$ cat config.mk
export PLATFORM = sky130hd
export DESIGN_NAME = periph_arbiter
export DESIGN_NICKNAME = d
export VERILOG_FILES = /design/src/rtl/periph_pkg.sv /design/src/rtl/periph_decoder.sv /design/src/rtl/periph_arbiter.sv
export SDC_FILE = /design/constraint.sdc
export NUM_CORES = 1
export LEC_CHECK = 0
export ABC_AREA = 1
export BUFFER_PORTS_ARGS = -buffer_cell sky130_fd_sc_hd__buf_4
export CAP_MARGIN = 20
export CORE_AREA = 2 2 157 159
export CTS_BUF_LIST = sky130_fd_sc_hd__clkbuf_16
export DETAILED_ROUTE_END_ITERATION = 7
export DIE_AREA = 0 0 159 161
export GPL_TIMING_DRIVEN = 0
export PLACE_DENSITY = 0.44
export SLEW_MARGIN = 5
export SYNTH_ARGS = -nofsm -noshare
export SYNTH_HDL_FRONTEND = slang
export SYNTH_SLANG_ARGS = --single-unit
$ cat constraint.sdc
create_clock -name clk -period 3.4 [get_ports clk]
set_input_delay 0.34 -clock clk [delete_from_list [all_inputs] [get_ports clk]]
set_output_delay 0.34 -clock clk [all_outputs]
set_load 0.005 [all_outputs]
$ cat src/rtl/periph_pkg.sv
// Shared definitions for the peripheral bus arbiter: FSM encoding, master ids,
// slot map and address field layout.
package periph_pkg;

    localparam int DATA_W = 32;
    localparam int ADDR_W = 32;
    localparam int SLOT_W = 4;
    localparam int OFFS_W = ADDR_W - SLOT_W;

    // Slot map for the standard peripheral set.
    localparam logic [SLOT_W-1:0] SLOT_TIMER = 4'd0;
    localparam logic [SLOT_W-1:0] SLOT_UART  = 4'd1;
    localparam logic [SLOT_W-1:0] SLOT_GPIO  = 4'd2;
    localparam logic [SLOT_W-1:0] SLOT_SPARE = 4'd3;

    typedef enum logic [1:0] {
        ST_IDLE   = 2'd0,
        ST_GNT_M0 = 2'd1,
        ST_GNT_M1 = 2'd2
    } arb_state_e;

    typedef enum logic {
        MST_M0 = 1'b0,
        MST_M1 = 1'b1
    } master_e;

    function automatic logic [SLOT_W-1:0] addr_slot(input logic [ADDR_W-1:0] addr);
        return addr[ADDR_W-1 -: SLOT_W];
    endfunction

    function automatic logic [OFFS_W-1:0] addr_offset(input logic [ADDR_W-1:0] addr);
        return addr[OFFS_W-1:0];
    endfunction

endpackage

$ cat src/rtl/periph_decoder.sv
// Combinational slot decode for the granted access: one-hot write strobes,
// read-data mux and out-of-range detection.
module periph_decoder
    import periph_pkg::*;
#(
    parameter int NUM_SLAVES = 4
) (
    input  logic                         active_i,
    input  logic                         we_i,
    input  logic [SLOT_W-1:0]            slot_i,
    input  logic [DATA_W*NUM_SLAVES-1:0] s_data_i,
    output logic [NUM_SLAVES-1:0]        s_we_o,
    output logic [DATA_W-1:0]            rd_data_o,
    output logic                         slot_err_o
);

    logic                slot_valid;
    logic [DATA_W-1:0]   slot_rd [NUM_SLAVES];

    // Extra bit so NUM_SLAVES == 16 compares correctly.
    assign slot_valid = ({1'b0, slot_i} < 5'(NUM_SLAVES));
    assign slot_err_o = active_i & ~slot_valid;

    generate
        for (genvar gi = 0; gi < NUM_SLAVES; gi++) begin : g_slot
            logic hit;
            assign hit         = (slot_i == SLOT_W'(gi));
            assign s_we_o[gi]  = active_i & we_i & hit;
            assign slot_rd[gi] = hit ? s_data_i[DATA_W*gi +: DATA_W] : '0;
        end
    endgenerate

    // At most one slot hits, so OR-ing the masked words forms the mux;
    // an out-of-range slot hits nothing and reads as zero.
    always_comb begin
        rd_data_o = '0;
        for (int k = 0; k < NUM_SLAVES; k++) begin
            rd_data_o = rd_data_o | slot_rd[k];
        end
    end

endmodule

$ cat src/rtl/periph_arbiter.sv
// Two-master peripheral bus arbiter: Moore grant FSM with alternating priority
// on contention, per-grant timeout and a decoded slave side.
module periph_arbiter
    import periph_pkg::*;
#(
    parameter int NUM_SLAVES = 4,
    parameter int TIMEOUT    = 64
) (
    input  logic                         clk,
    input  logic                         rst,
    input  logic                         m0_req_i,
    input  logic [31:0]                  m0_addr_i,
    input  logic [31:0]                  m0_data_i,
    input  logic                         m0_we_i,
    output logic                         m0_gnt_o,
    output logic [31:0]                  m0_data_o,
    output logic                         m0_hold_o,
    input  logic                         m1_req_i,
    input  logic [31:0]                  m1_addr_i,
    input  logic [31:0]                  m1_data_i,
    input  logic                         m1_we_i,
    output logic                         m1_gnt_o,
    output logic [31:0]                  m1_data_o,
    output logic [31:0]                  s_addr_o,
    output logic [31:0]                  s_data_o,
    output logic [NUM_SLAVES-1:0]        s_we_o,
    input  logic [32*NUM_SLAVES-1:0]     s_data_i,
    output logic                         dec_err_o,
    output logic                         tout_o
);

    localparam int               CNT_W   = $clog2(TIMEOUT);
    localparam logic [CNT_W-1:0] CNT_MAX = CNT_W'(TIMEOUT - 1);

    arb_state_e        state_q, state_d;
    master_e           last_q, last_d;
    logic [CNT_W-1:0]  cnt_q, cnt_d;
    logic              tout_q, tout_d;
    logic              dec_err_q, dec_err_d;

    logic              granted;
    logic              sel_m1;
    logic [ADDR_W-1:0] gnt_addr;
    logic [DATA_W-1:0] gnt_wdata;
    logic              gnt_we;
    logic [DATA_W-1:0] rd_data;
    logic              slot_err;

    always_ff @(posedge clk) begin
        if (rst) begin
            state_q   <= ST_IDLE;
            last_q    <= MST_M1;
            cnt_q     <= '0;
            tout_q    <= 1'b0;
            dec_err_q <= 1'b0;
        end else begin
            state_q   <= state_d;
            last_q    <= last_d;
            cnt_q     <= cnt_d;
            tout_q    <= tout_d;
            dec_err_q <= dec_err_d;
        end
    end

    always_comb begin
        state_d = state_q;
        last_d  = last_q;
        cnt_d   = '0;
        tout_d  = 1'b0;

        case (state_q)
            ST_IDLE: begin
                if (m0_req_i && m1_req_i) begin
                    state_d = (last_q == MST_M0) ? ST_GNT_M1 : ST_GNT_M0;
                end else if (m0_req_i) begin
                    state_d = ST_GNT_M0;
                end else if (m1_req_i) begin
                    state_d = ST_GNT_M1;
                end
            end
            ST_GNT_M0: begin
                // A dropped request wins over a coinciding timeout.
                if (!m0_req_i) begin
                    state_d = m1_req_i ? ST_GNT_M1 : ST_IDLE;
                end else if (cnt_q == CNT_MAX) begin
                    tout_d  = 1'b1;
                    state_d = m1_req_i ? ST_GNT_M1 : ST_IDLE;
                end else begin
                    cnt_d = cnt_q + 1'b1;
                end
            end
            ST_GNT_M1: begin
                if (!m1_req_i) begin
                    state_d = m0_req_i ? ST_GNT_M0 : ST_IDLE;
                end else if (cnt_q == CNT_MAX) begin
                    tout_d  = 1'b1;
                    state_d = m0_req_i ? ST_GNT_M0 : ST_IDLE;
                end else begin
                    cnt_d = cnt_q + 1'b1;
                end
            end
            default: begin
                state_d = ST_IDLE;
            end
        endcase

        if (state_d != state_q) begin
            cnt_d = '0;
            if (state_d == ST_GNT_M0) begin
                last_d = MST_M0;
            end else if (state_d == ST_GNT_M1) begin
                last_d = MST_M1;
            end
        end
    end

    assign granted = (state_q != ST_IDLE);
    assign sel_m1  = (state_q == ST_GNT_M1);

    // Granted master's request fields, forced to zero while idle.
    assign gnt_addr  = granted ? (sel_m1 ? m1_addr_i : m0_addr_i) : '0;
    assign gnt_wdata = granted ? (sel_m1 ? m1_data_i : m0_data_i) : '0;
    assign gnt_we    = granted & (sel_m1 ? m1_we_i : m0_we_i);

    periph_decoder #(
        .NUM_SLAVES (NUM_SLAVES)
    ) u_decoder (
        .active_i   (granted),
        .we_i       (gnt_we),
        .slot_i     (addr_slot(gnt_addr)),
        .s_data_i   (s_data_i),
        .s_we_o     (s_we_o),
        .rd_data_o  (rd_data),
        .slot_err_o (slot_err)
    );

    assign dec_err_d = slot_err;

    assign m0_gnt_o  = (state_q == ST_GNT_M0);
    assign m1_gnt_o  = sel_m1;
    assign m0_hold_o = m0_req_i & ~m0_gnt_o;

    assign m0_data_o = m0_gnt_o ? rd_data : '0;
    assign m1_data_o = m1_gnt_o ? rd_data : '0;

    assign s_addr_o  = {{SLOT_W{1'b0}}, addr_offset(gnt_addr)};
    assign s_data_o  = gnt_wdata;

    assign dec_err_o = dec_err_q;
    assign tout_o    = tout_q;

endmodule

## Yosys cells after proc, flatten, opt, wreduce, memory -nomap -nowiden

Index checks and enable logic that the tools add are counted.

- Bits of input ports: 262
- Bits in registers: 11
- Word-level logic and storage cells: 68
- Output and inout bits: 137

- $add $sub $neg: 1
- Mux-type cells: 32
- Bitwise gates (word level): 13
- Reductions and logical operators: 7
- Eq/ne operators: 9
- Order comparisons: 1

Operators with widths:

| cell | count |
|---|---|
| $mux 32 | 10 |
| $or 32x32->32 | 3 |
| $mux 2 | 9 |
| $mux 6 | 3 |
| $pmux 6 s2 | 1 |
| $and 1x1->1 | 8 |
| $eq 4x2->1 const B | 2 |
| $mux 1 | 7 |
| $add 6x1->6 const B | 1 |
| $eq 6x6->1 const B | 1 |
| $pmux 2 s3 | 1 |
| $eq 2x1->1 const B | 2 |
| $eq 2x2->1 const B | 2 |
| $eq 4x1->1 const B | 1 |
| $logic_not 4->1 | 1 |
| $lt 4x3->1 const B | 1 |
| $reduce_bool 2->1 | 2 |
| $logic_not 2->1 | 1 |
| $ne 2x2->1 | 1 |
| $not 1->1 | 2 |
| $pmux 1 s2 | 1 |
| $reduce_and 2->1 | 1 |
| $reduce_or 2->1 | 1 |
| $logic_and 1x1->1 | 1 |

## Longest topological paths before layout

Gate-level depths: netlist of the first run.

- Depth in word-level cells: 9
- Depth in mapped cells: 16
- Gate-level depth less buffers: 15

## Hierarchy

From an unflattened synthesis of the first run, not the netlist that was laid out.

- Cell total of the unflattened synthesis: 824
- Area, all modules: 3,902.5 sq um

Modules (own cells, without submodules):

| module | area an instance (sq um) | seq. area each (sq um) | cells each | instances |
|---|---|---|---|---|
| periph_arbiter | 2,404.8 | 220.2 | 492 | 1 |
| periph_decoder | 1,497.7 | 0.0 | 332 | 1 |

## Worst setup path before layout of the first run

Ideal clock, no wire load.

- Kind: flip-flop to output port
- Start point: register state_q[0]
- End point: output m0_data_o[23]
- Required time: 3.060 ns
- Buffers on the path: 3
- Arrival time: 1.920 ns
- Stages on the path, launching flop included: 13
- Slack: 1.140 ns
- Cell sequence: dfxtp_1 -> inv_1 -> ha_1 -> buf_6 -> nor3_1 -> nor2_1 -> o31ai_2 -> buf_6 -> nand3_4 -> buf_4 -> o22ai_1 -> nor2_1 -> nor2_1

- Cells in the longest elaborated chain, start to end: 9
- Elaborated cells on any way between the ends: 17
- Those cells by class: 5 x eq/ne; 7 x mux; 3 x bitwise; 2 x reduce/logical

RTL lines:

| what | line | RTL |
|---|---|---|
| start: declaration | periph_arbiter.sv:35 | `arb_state_e state_q, state_d;` |
| start signal: assignment | periph_arbiter.sv:57 | `state_q <= state_d;` |
| $eq 2x2->1 (*) | periph_arbiter.sv:118 | `assign sel_m1 = (state_q == ST_GNT_M1);` |
| named net m1_gnt_o | periph_arbiter.sv:22 | `output logic m1_gnt_o,` |
| $mux 32 (*) (2 in series) | periph_arbiter.sv:121 | `assign gnt_addr = granted ? (sel_m1 ? m1_addr_i : m0_addr_i) : '0;` |
| $eq 4x1->1 / $logic_not 4->1 (equally long branches) | periph_decoder.sv:27 | `assign hit = (slot_i == SLOT_W'(gi));` |
| $mux 32 | periph_decoder.sv:29 | `assign slot_rd[gi] = hit ? s_data_i[DATA_W*gi +: DATA_W] : '0;` |
| $or 32x32->32 (2 in series) | periph_decoder.sv:38 | `rd_data_o = rd_data_o \| slot_rd[k];` |
| $or 32x32->32 (*) | periph_decoder.sv:38 |  |
| $mux 32 (*) | periph_arbiter.sv:143 | `assign m0_data_o = m0_gnt_o ? rd_data : '0;` |
| end: declaration | periph_arbiter.sv:16 | `output logic [31:0] m0_data_o,` |

The timed path passes the listed nets; every way through them passes the cells marked *.

## Final worst setup path of the first run

- Start point: register state_q[0]
- End point: output m0_data_o[11]

- Cells in the longest elaborated chain, start to end: 9
- Elaborated cells on any way between the ends: 17
- Those cells by class: 5 x eq/ne; 7 x mux; 3 x bitwise; 2 x reduce/logical

RTL lines:

| what | line |
|---|---|
| $eq 2x2->1 | periph_arbiter.sv:118 |
| $mux 32 (2 in series) | periph_arbiter.sv:121 |
| $eq 4x1->1 / $logic_not 4->1 (equally long branches) | periph_decoder.sv:27 |
| $mux 32 | periph_decoder.sv:29 |
| $or 32x32->32 (3 in series) | periph_decoder.sv:38 |
| $mux 32 (*) | periph_arbiter.sv:143 |

Every way passes the cells marked *; elsewhere a longest branch is shown, timed or not.

==> results of run 1 <==
## cell usage after synthesis, types with 2 or more instances
library cell  instances  area share (%)
nand2_1              31             3.9
o21ai_0              75              12
nor2_1              237              29
o22ai_1              49              10
buf_6                 3             1.1
buf_2                11             1.8
xor2_1                2            0.58
inv_1               129              16
nand3b_1              2            0.50
nor2_2                3            0.62
o21ai_2               2            0.58
inv_2                 2            0.25
dfxtp_1              11             7.3
nor3_1                6            0.99
clkbuf_1             22             2.7
nand3_1              30             5.0
ha_1                  6             2.5
buf_1                 3            0.37
o21ai_1               3            0.50
buf_4                 5             1.2
## metal layers
layer	share of wire [%]	GRT usage (%)	wire length (um)
met2	52	29.9	10900
met5	0	0	0
met1	40	17.9	8380
met3	7.8	3.29	1650
met4	0.71	1.53	150
## cells by family after synthesis
logic type      after synthesis  synth area share (%)
xor+xnor                      2                 0.580
buf+inv                     175                  23.6
fa+ha+maj                     6                  2.48
simple gates                312                  41.5
flops                        11                  7.29
compound gates              132                  24.5
other cells                   1                 0.124
## through the flow
| stage | instances | total power, W | setup TNS [ps] | instance area [um2] | hold WS [ps] |
|---|---|---|---|---|---|
| 6_report | 1366 | 0.00214 | 0 | 6500 | 289 |
| 5_1_grt | 1366 | 0.00237 | -21.0 | 6500 | 287 |
| 4_1_cts | 1364 | 0.00216 | 0 | 6470 | 289 |
| 3_5_place_dp | 1360 | 0.00194 | 0 | 6400 | 455 |
| 3_3_place_gp | 1360 | 0.00195 | 0 | 6400 | 452 |
| 2_1_floorplan | 642 | 0.000981 | 0 | 3030 | 412 |
## final timing paths
check	slack, ps	to	depth (start not counted)
worst max-delay path	220	m0_data_o[11]	11
worst min-delay path	290	dec_err_o	2
worst max register to register	1270	cnt_q[4]	14
worst min register to register	460	cnt_q[0]	1
## timing repair
action                     4_1_cts  5_1_grt
resized for setup                0        9
setup endpoints to repair        0       21
buffers inserted                 0        2
## power groups by stage
| stage | logic (W) | registers (W) | clock network [W] |
|---|---|---|---|
| 2_1_floorplan | 0.000829 | 0.000152 | 0 |
| 3_3_place_gp | 0.00179 | 0.000157 | 0 |
| 3_5_place_dp | 0.00179 | 0.000156 | 0 |
| 4_1_cts | 0.00179 | 0.000154 | 0.000215 |
| 5_1_grt | 0.00198 | 0.000156 | 0.000228 |
| 6_report | 0.00177 | 0.000154 | 0.000210 |
## worst max-delay path: stages, from the launching register on
cell,delay (ps)
dfxtp_1,420
inv_1,140
ha_1,340
nor2_1,290
o21ai_2,170
nor2_2,280
buf_2,320
nand3_1,110
o21ai_0,80
nor2_1,90
nor2_1,200
buf_4,160
## sequential cells by signal, summed over array words and instances, names as in the netlist
| register | cells |
|---|---|
| state_q | 2 |
| dec_err_o | 1 |
| last_q | 1 |
| tout_o | 1 |
| cnt_q | 6 |
## cell type report
type	instances	area, um2
buffer	44	229
clock buffer	3	75.1
clock inverter	1	3.75
fill	2847	17500
inverter	131	492
multi-input combinational	456	2100
sequential	11	220
tap	324	405
timing repair buffer	396	2970
==> qor.csv, run 1 <==
metric,value,unit
status,"finished, final reports clean",
Clock transition at path regs,40,ps
diodes inserted,0,
fraction of layout cells with a size suffix above 1,41.4,%
Max Clock Freq,314,MHz
Critical Path RT,3060,ps
Final nets,1311,
max cap viols,0,
P_leak,3.76,nW
Antenna Violating Nets Remaining,0,
worst hold path type,in2reg,
Flop pwr share,7.2,%
Die Area,25600,um2
critical path class,reg2out,
Clock Sinks,11,
CP max FO,10,
largest net degree at the start of global routing,11,
chip width,159,um
Slew Limit Headroom,61.3,%
Skew-Pair Late Insertion Delay,240,ps
"Setup violations, final",0,
H-tree depth,1,
hpwl dp,18200,um
Syn Inst Count,639,
Arrival @ worst endpoint,2840,ps
Max Slew Vio Count,0,
most frequent cells in the layout,"buf_4, nor2_1, inv_1",
chip height,161,um
cell internal pwr,0.00110,W
PwrDens,329,nW/um2
Yosys reg bits,11,
root buf cell,clkbuf_16,
Switching Share,48.6,%
GR Overflow Total,0,
ys flop type,dfxtp_1,
Hold Buf Count CTS,0,
Max Root-Sink Buffers,2,
Total Routing Usage GR,15.4,%
"FFs w/ async S/R, synth",0,%
period utilisation layout,93.6,%
FF-to-FF Start,state_q[0],
vias in the first global route,5444,
TritonCTS clock tree,done,
initial antenna violation count,0,
Worst-Margin Slew,581,ps
fin worst setup slack,217,ps
Place WS,354,ps
Area Overhead vs Synth,115,%
Mean Syn Cell Area,4.73,um2
DRT Wirelength,21100,um
DRT iter0 DRCs,256,
CTS Buf Count,3,
most common library cell in the layout ignoring fill and taps,buf_4,
DRC Markers,0,
Gate power share,83.0,%
number of flops mapped to enable cells by yosys,0,
DR WL/cell,15.4,um
Worst VDD drop,0.000142,V
vias,5385,
first-pass GRT wire length,31500,um
NetSw,0.00104,W
Starting Density,12.6,%
GPL Wtd Cong,0.831,
Final min period,3180,ps
number of core rows,57,
Synth cell types,27,
total number of yosys warnings,0,
port bufs,394,
critical path launch point,state_q[0],
TritonRoute pass-1 iters,4,
Startpoint Class,register,
Clk network pwr share,9.8,%
Crit. End Element,output port,
Hold Crit Start,rst,
post-layout util,27.1,%
vias per cell,3.94,
Setup Skew,1.31,ps
boundary pin count,399,
"Seq/Total Area, Yosys",7.29,%
CORE AREA,24000,um2
Mapped Area,3020,um2
unrepaired setup endpoints after global routing,yes,
Fin. Hold Viols,0,
Power figures use the tool's default switching activity.
==> run 2, diff against run 1 <==
- ABC_AREA: 1 -> unset
- CORE_AREA: 2 2 157 159 -> 2 2 156 158
- DIE_AREA: 0 0 159 161 -> 0 0 158 160
==> qor.csv, run 2 <==
metric,value,unit,change
status,"finished, final reports clean",,
most frequent cells in the layout,"buf_4, nor2_1, mux2i_1",,
worst hold path type,in2reg,,
DRT Wirelength,20500,um,-2.8%
fraction of layout cells with a size suffix above 1,53.7,%,+12 points
Crit. End Element,output port,,
vias per cell,4.07,,+3.3%
Syn Inst Count,441,,-31%
Placed Cells,1161,,-15%
Mapped Area,2890,um2,-4.5%
Max Slew Vio Count,0,,unchanged
Synth area leaders,"mux2i_1, nor2_1, dfxtp_1",,
Worst VDD drop,0.000174,V,+22%
Fin. Hold Viols,0,,unchanged
Hold Buf Count CTS,0,,unchanged
Synth top cells by count,"nor2_1, mux2i_1, nand2_1",,
chip height,160,um,-0.62%
post-synthesis mux area share,24.2,%,+24 points
Skew-Pair Late Insertion Delay,240,ps,about the same
DRC Markers,0,,unchanged
hpwl dp,18000,um,-1.3%
P_leak,3.08,nW,-18%
final non-filler cell total,1166,,-15%
GR Overflow Total,0,,unchanged
register cell area after layout,221,um2,+0.57%
most common library cell in the layout ignoring fill and taps,buf_4,,
Setup Skew,2.69,ps,+1.38 ps
ys flop type,dfxtp_1,,
"FFs w/ async S/R, synth",0,%,unchanged
period utilisation layout,96.8,%,+3.2 points
Yosys reg bits,11,,unchanged
compound-cell area share of the yosys netlist,23.6,%,-0.88 points
Area Overhead vs Synth,125,%,
Worst-Margin Slew,773,ps,+192 ps
CORE AREA,23800,um2,-0.60%
DRT iter0 DRCs,183,,-29%
Final nets,1110,,-15%
Total Routing Usage GR,15.0,%,-0.39 points
Critical Path RT,3060,ps,about the same
simple-gate share of the synthesized area,33.3,%,-8.2 points
vias in the first global route,4755,,-13%
CP max FO,10,,unchanged
max cap viols,0,,unchanged
Antenna Violating Nets Remaining,0,,unchanged
worst hold slack,297,ps,+7.66 ps
Place WS,-314,ps,-668 ps
number of flops mapped to enable cells by yosys,0,,unchanged
CTS Buf Count,3,,unchanged
port bufs,393,,-0.25%
H-tree depth,1,,unchanged
DR WL/cell,17.6,um,+14%
Startpoint Class,register,,
number of core rows,57,,unchanged
max FFs per register,6,,unchanged
largest family of logic cells by synthesized area,simple AND/OR/NAND/NOR gates,,
largest area contributor in the netlist,mux2i_1,,
multi-input logic area,2590,um2,+23%
TritonRoute pass-1 iters,4,,unchanged
initial antenna violation count,1,,+1
total number of yosys warnings,0,,unchanged
share of the synthesized area in the top cell type,21.5,%,-7.9 points
"Setup violations, final",0,,unchanged
largest net degree at the start of global routing,11,,unchanged
vias,4748,,-12%
Synth cell types,53,,+96%
root buf cell,clkbuf_16,,
fill cell count,2728,,-4.2%
critical path class,reg2out,,
GPL Wtd Cong,0.797,,-4.1%
Post-Synth Adder-Cell Area,2.60,%,+0.12 points
Die Area,25300,um2,-1.2%
Final min period,3290,ps,+109 ps
fin worst setup slack,108,ps,-109 ps
Largest regs,"cnt_q (6), state_q (2)",,
boundary pin count,399,,unchanged
PwrDens,377,nW/um2,+15%
"Seq/Total Area, Yosys",7.63,%,+0.34 points
chip width,158,um,-0.63%
first-pass GRT wire length,29000,um,-7.9%
most instantiated library cell after synthesis,nor2_1,,
TritonCTS clock tree,done,,
Clock transition at path regs,40,ps,about the same
Arrival @ worst endpoint,2950,ps,+110 ps
Max Clock Freq,304,MHz,-3.3%
Post-Synth XOR/XNOR Area,1.21,%,+0.63 points
Starting Density,12.1,%,-0.50 points
Slew Limit Headroom,48.5,%,-13 points
"Most flops, register",cnt_q,,
Max Root-Sink Buffers,2,,unchanged
Clock Sinks,11,,unchanged
Mean Syn Cell Area,6.54,um2,+38%
run 2: path summary, 6_finish.rpt:
path	depth (start not counted)	to	from	slack, ps
worst max-delay path	11	m1_data_o[23]	state_q[0]	110
worst min-delay path	2	state_q[0]	rst	300
worst max register to register	10	last_q	state_q[1]	510
worst min register to register	1	cnt_q[0]	cnt_q[0]	460
run 2: report_power, final:
group	leakage, nW	switching (W)	internal [W]
logic	2.95	0.00108	0.000998
registers	0.0897	0.0000147	0.000142
clock network	0.0423	0.0000600	0.000155
total	3.08	0.00116	0.00130
run 2: final cells by class:
class / instances / share of cell area (%)
repair buffers: 394 / 45.5
multi-input cells: 387 / 39.9
well taps: 324 / 6.24
flip-flops and latches: 11 / 3.41
plain buffers: 39 / 3.35
clock buffers: 3 / 1.16
inverters: 6 / 0.347
clock inverters: 1 / 0.0578
diodes: 1 / 0.0385
run 2: routing by layer:
layer / part of all wire, % / track usage (%) / wire length [um]
met1: 39 / 17.9 / 8010
met2: 50 / 27.4 / 10300
met3: 7.5 / 2.77 / 1530
met4: 3.1 / 3.93 / 643
met5: 0 / 0 / 0
run 2: worst max-delay path: stages, from the launching register on:
cell,delay (ps)
dfxtp_2,420
inv_1,110
ha_1,230
buf_6,150
buf_4,190
a211o_2,410
and2_1,170
buf_2,180
clkbuf_4,240
a221oi_2,370
nor2_1,80
buf_4,160
run 2: metrics by stage:
| stage | utilization [%] | setup TNS, ps | total power, W | instance area [um2] |
|---|---|---|---|---|
| floorplan | - | 0 | 0.00113 | 2900 |
| global placement | 26.2 | -8600 | 0.00219 | 6250 |
| detailed placement | 26.2 | -7760 | 0.00218 | 6250 |
| CTS | 26.8 | 0 | 0.00244 | 6390 |
| global route | 27.3 | -1.88 | 0.00266 | 6500 |
| finish | 27.3 | 0 | 0.00245 | 6500 |
run 2: cells by family after synthesis:
kind of cell | count (synthesis)
other | 1
buffers and inverters | 46
AO/OA/AOI/OAI | 96
XOR/XNOR | 4
AND/OR/NAND/NOR | 211
flip-flops | 11
adder cells (fa/ha/maj) | 6
multiplexers | 66
run 2: repair_timing:
| item | CTS | global route |
|---|---|---|
| resized for setup | 21 | 24 |
| buffers inserted | 0 | 1 |
| pin swaps | 0 | 1 |
| endpoints found under the setup margin | 66 | 40 |
==> run 3, diff against run 2 <==
- CAP_MARGIN: 20 -> unset
- REMOVE_ABC_BUFFERS: unset -> 1
==> qor.csv, run 3 (synthesized netlist as in run 2, its figures left out) <==
metric,value,unit,change
status,"finished, final reports clean",,
Worst VDD drop,0.000232,V,+33%
most frequent cells in the layout,"buf_4, nor2_1, mux2i_1",,
Worst-Margin Slew,675,ps,-97.6 ps
total power,0.00252,W,+2.6%
largest net degree at the start of global routing,47,,+36
Fin. Hold Viols,0,,unchanged
DRT Wirelength,20500,um,+0.14%
Setup Skew,6.62,ps,+3.93 ps
fill cell count,2708,,-0.73%
critical path endpoint,m1_data_o[26],,
root buf cell,clkbuf_16,,
Max Clock Freq,312,MHz,+2.6%
"Setup violations, final",0,,unchanged
CP max-delay cell,or3b_1,,
Die Area,25300,um2,unchanged
Antenna Violating Nets Remaining,0,,unchanged
period utilisation layout,94.4,%,-2.4 points
PwrDens,389,nW/um2,+3.1%
post-route design area,6470,um2,-0.46%
number of core rows,57,,unchanged
initial antenna violation count,0,,-1
GR Overflow Total,0,,unchanged
vias in the first global route,4863,,+2.3%
Arrival @ worst endpoint,2870,ps,-80 ps
"CP delay by family, top",simple AND/OR/NAND/NOR gates,,
H-tree depth,1,,unchanged
FF-to-FF Start,state_q[1],,
CORE AREA,23800,um2,unchanged
Area Overhead vs Synth,124,%,
DRT iter0 DRCs,198,,+8.2%
fraction of layout cells with a size suffix above 1,53.6,%,-0.13 points
P_leak,3.03,nW,-1.6%
critical path launch point,state_q[0],,
Max Root-Sink Buffers,2,,unchanged
CP max FO,17,,+7
Worst Hold Path Cells,2,,unchanged
Hold Crit Start,rst,,
DR WL/cell,18.0,um,+2.5%
Critical Path Stages,9,,-2
GPL Wtd Cong,0.799,,+0.35%
Max Slew Vio Count,0,,unchanged
Slew Limit Headroom,54.7,%,+6.2 points
port bufs,394,,+0.25%
chip height,160,um,unchanged
worst hold path type,in2reg,,
max cap viols,0,,unchanged
max FFs per register,6,,unchanged
Largest regs,"cnt_q (6), state_q (2)",,
Clock transition at path regs,50,ps,about the same
DRC Markers,0,,unchanged
Clock Sinks,11,,unchanged
unrepaired setup endpoints after global routing,no,,
RR Endpoint,last_q,,
Skew-Pair Late Insertion Delay,240,ps,about the same
"Most flops, register",cnt_q,,
diodes inserted,0,,-1
Crit. End Element,output port,,
Startpoint Class,register,,
vias,4759,,+0.23%
chip width,158,um,unchanged
Crit path buffers/inverters,3,,-3
Placed Area,6210,um2,-0.66%
first-pass GRT wire length,29000,um,about the same
boundary pin count,399,,unchanged
Critical Path RT,3060,ps,about the same
CTS Buf Count,3,,unchanged
TritonCTS clock tree,done,,
most common library cell in the layout ignoring fill and taps,buf_4,,
Starting Density,12.1,%,unchanged
critical path class,reg2out,,
TritonRoute pass-1 iters,4,,unchanged
hpwl dp,16500,um,-8.5%
worst-path cell chain,inv_1 > ha_4 > or3b_1 > a21oi_4 > buf_6 > and2_4 > a221oi_1 > nor2_1 > buf_4,,
Total Routing Usage GR,14.9,%,-0.14 points
Final nets,1084,,-2.3%
Final min period,3210,ps,-82.8 ps
R2R depth,9,,-1
Critical Path Max Stage Delay,450,ps,+30 ps
Register-to-Register Setup Slack,200,ps,-310 ps
vias per cell,4.18,,+2.6%
Hold Buf Count CTS,0,,unchanged
==> run 3: layer usage <==
metal | up-vias | share of wire [%] | global-route usage [%]
met1 | 2168 | 40 | 18.3
met5 | - | 0 | 0
met4 | 0 | 0.63 | 1.80
met2 | 272 | 51 | 28.1
li1 | 2311 | - | -
met3 | 8 | 8.6 | 1.93
==> run 3: area by class of cell <==
class                   count  area, um2  area share [%]
clock buffers               3       75.1            1.16
inverters                   6       22.5           0.348
multi-input cells         387       2550            39.5
clock inverters             1       3.75          0.0580
flip-flops and latches     11        221            3.42
repair buffers            407       3190            49.3
well taps                 324        405            6.27
==> run 3: power breakdown <==
part / total [W] / switching (W) / internal (W)
combinational: 0.00214 / 0.00110 / 0.00104
sequential: 0.000159 / 0.0000166 / 0.000143
clock: 0.000212 / 0.0000573 / 0.000154
total: 0.00252 / 0.00118 / 0.00134
==> run 3: stage by stage <==
stage               setup slack (ps)  hold WS (ps)  instances  TNS, ps  util [%]
floorplan                      -2260           412        404  -165650         -
global placement               -5160           460       1122  -451640      25.5
detailed placement              -631           472       1127   -25990      26.1
CTS                             47.2           293       1139        0      27.1
global route                    12.9           307       1139        0      27.2
finish                           191           288       1139        0      27.2
==> run 3: worst min path at each step <==
stage                  to  slack (ps)
3_3_place_gp     cnt_q[0]         460
6_report       state_q[0]         290
3_5_place_dp     cnt_q[0]         470
4_1_cts        state_q[0]         290
5_1_grt        state_q[0]         310
2_1_floorplan   dec_err_o         410
==> run 3: timing repair <==
item / CTS / global route
setup buffers: 8 / 0
endpoints found under the hold margin: 0 / 0
endpoints found under the setup margin: 67 / 52
pin swaps: 3 / 0
gates resized for setup: 10 / 2
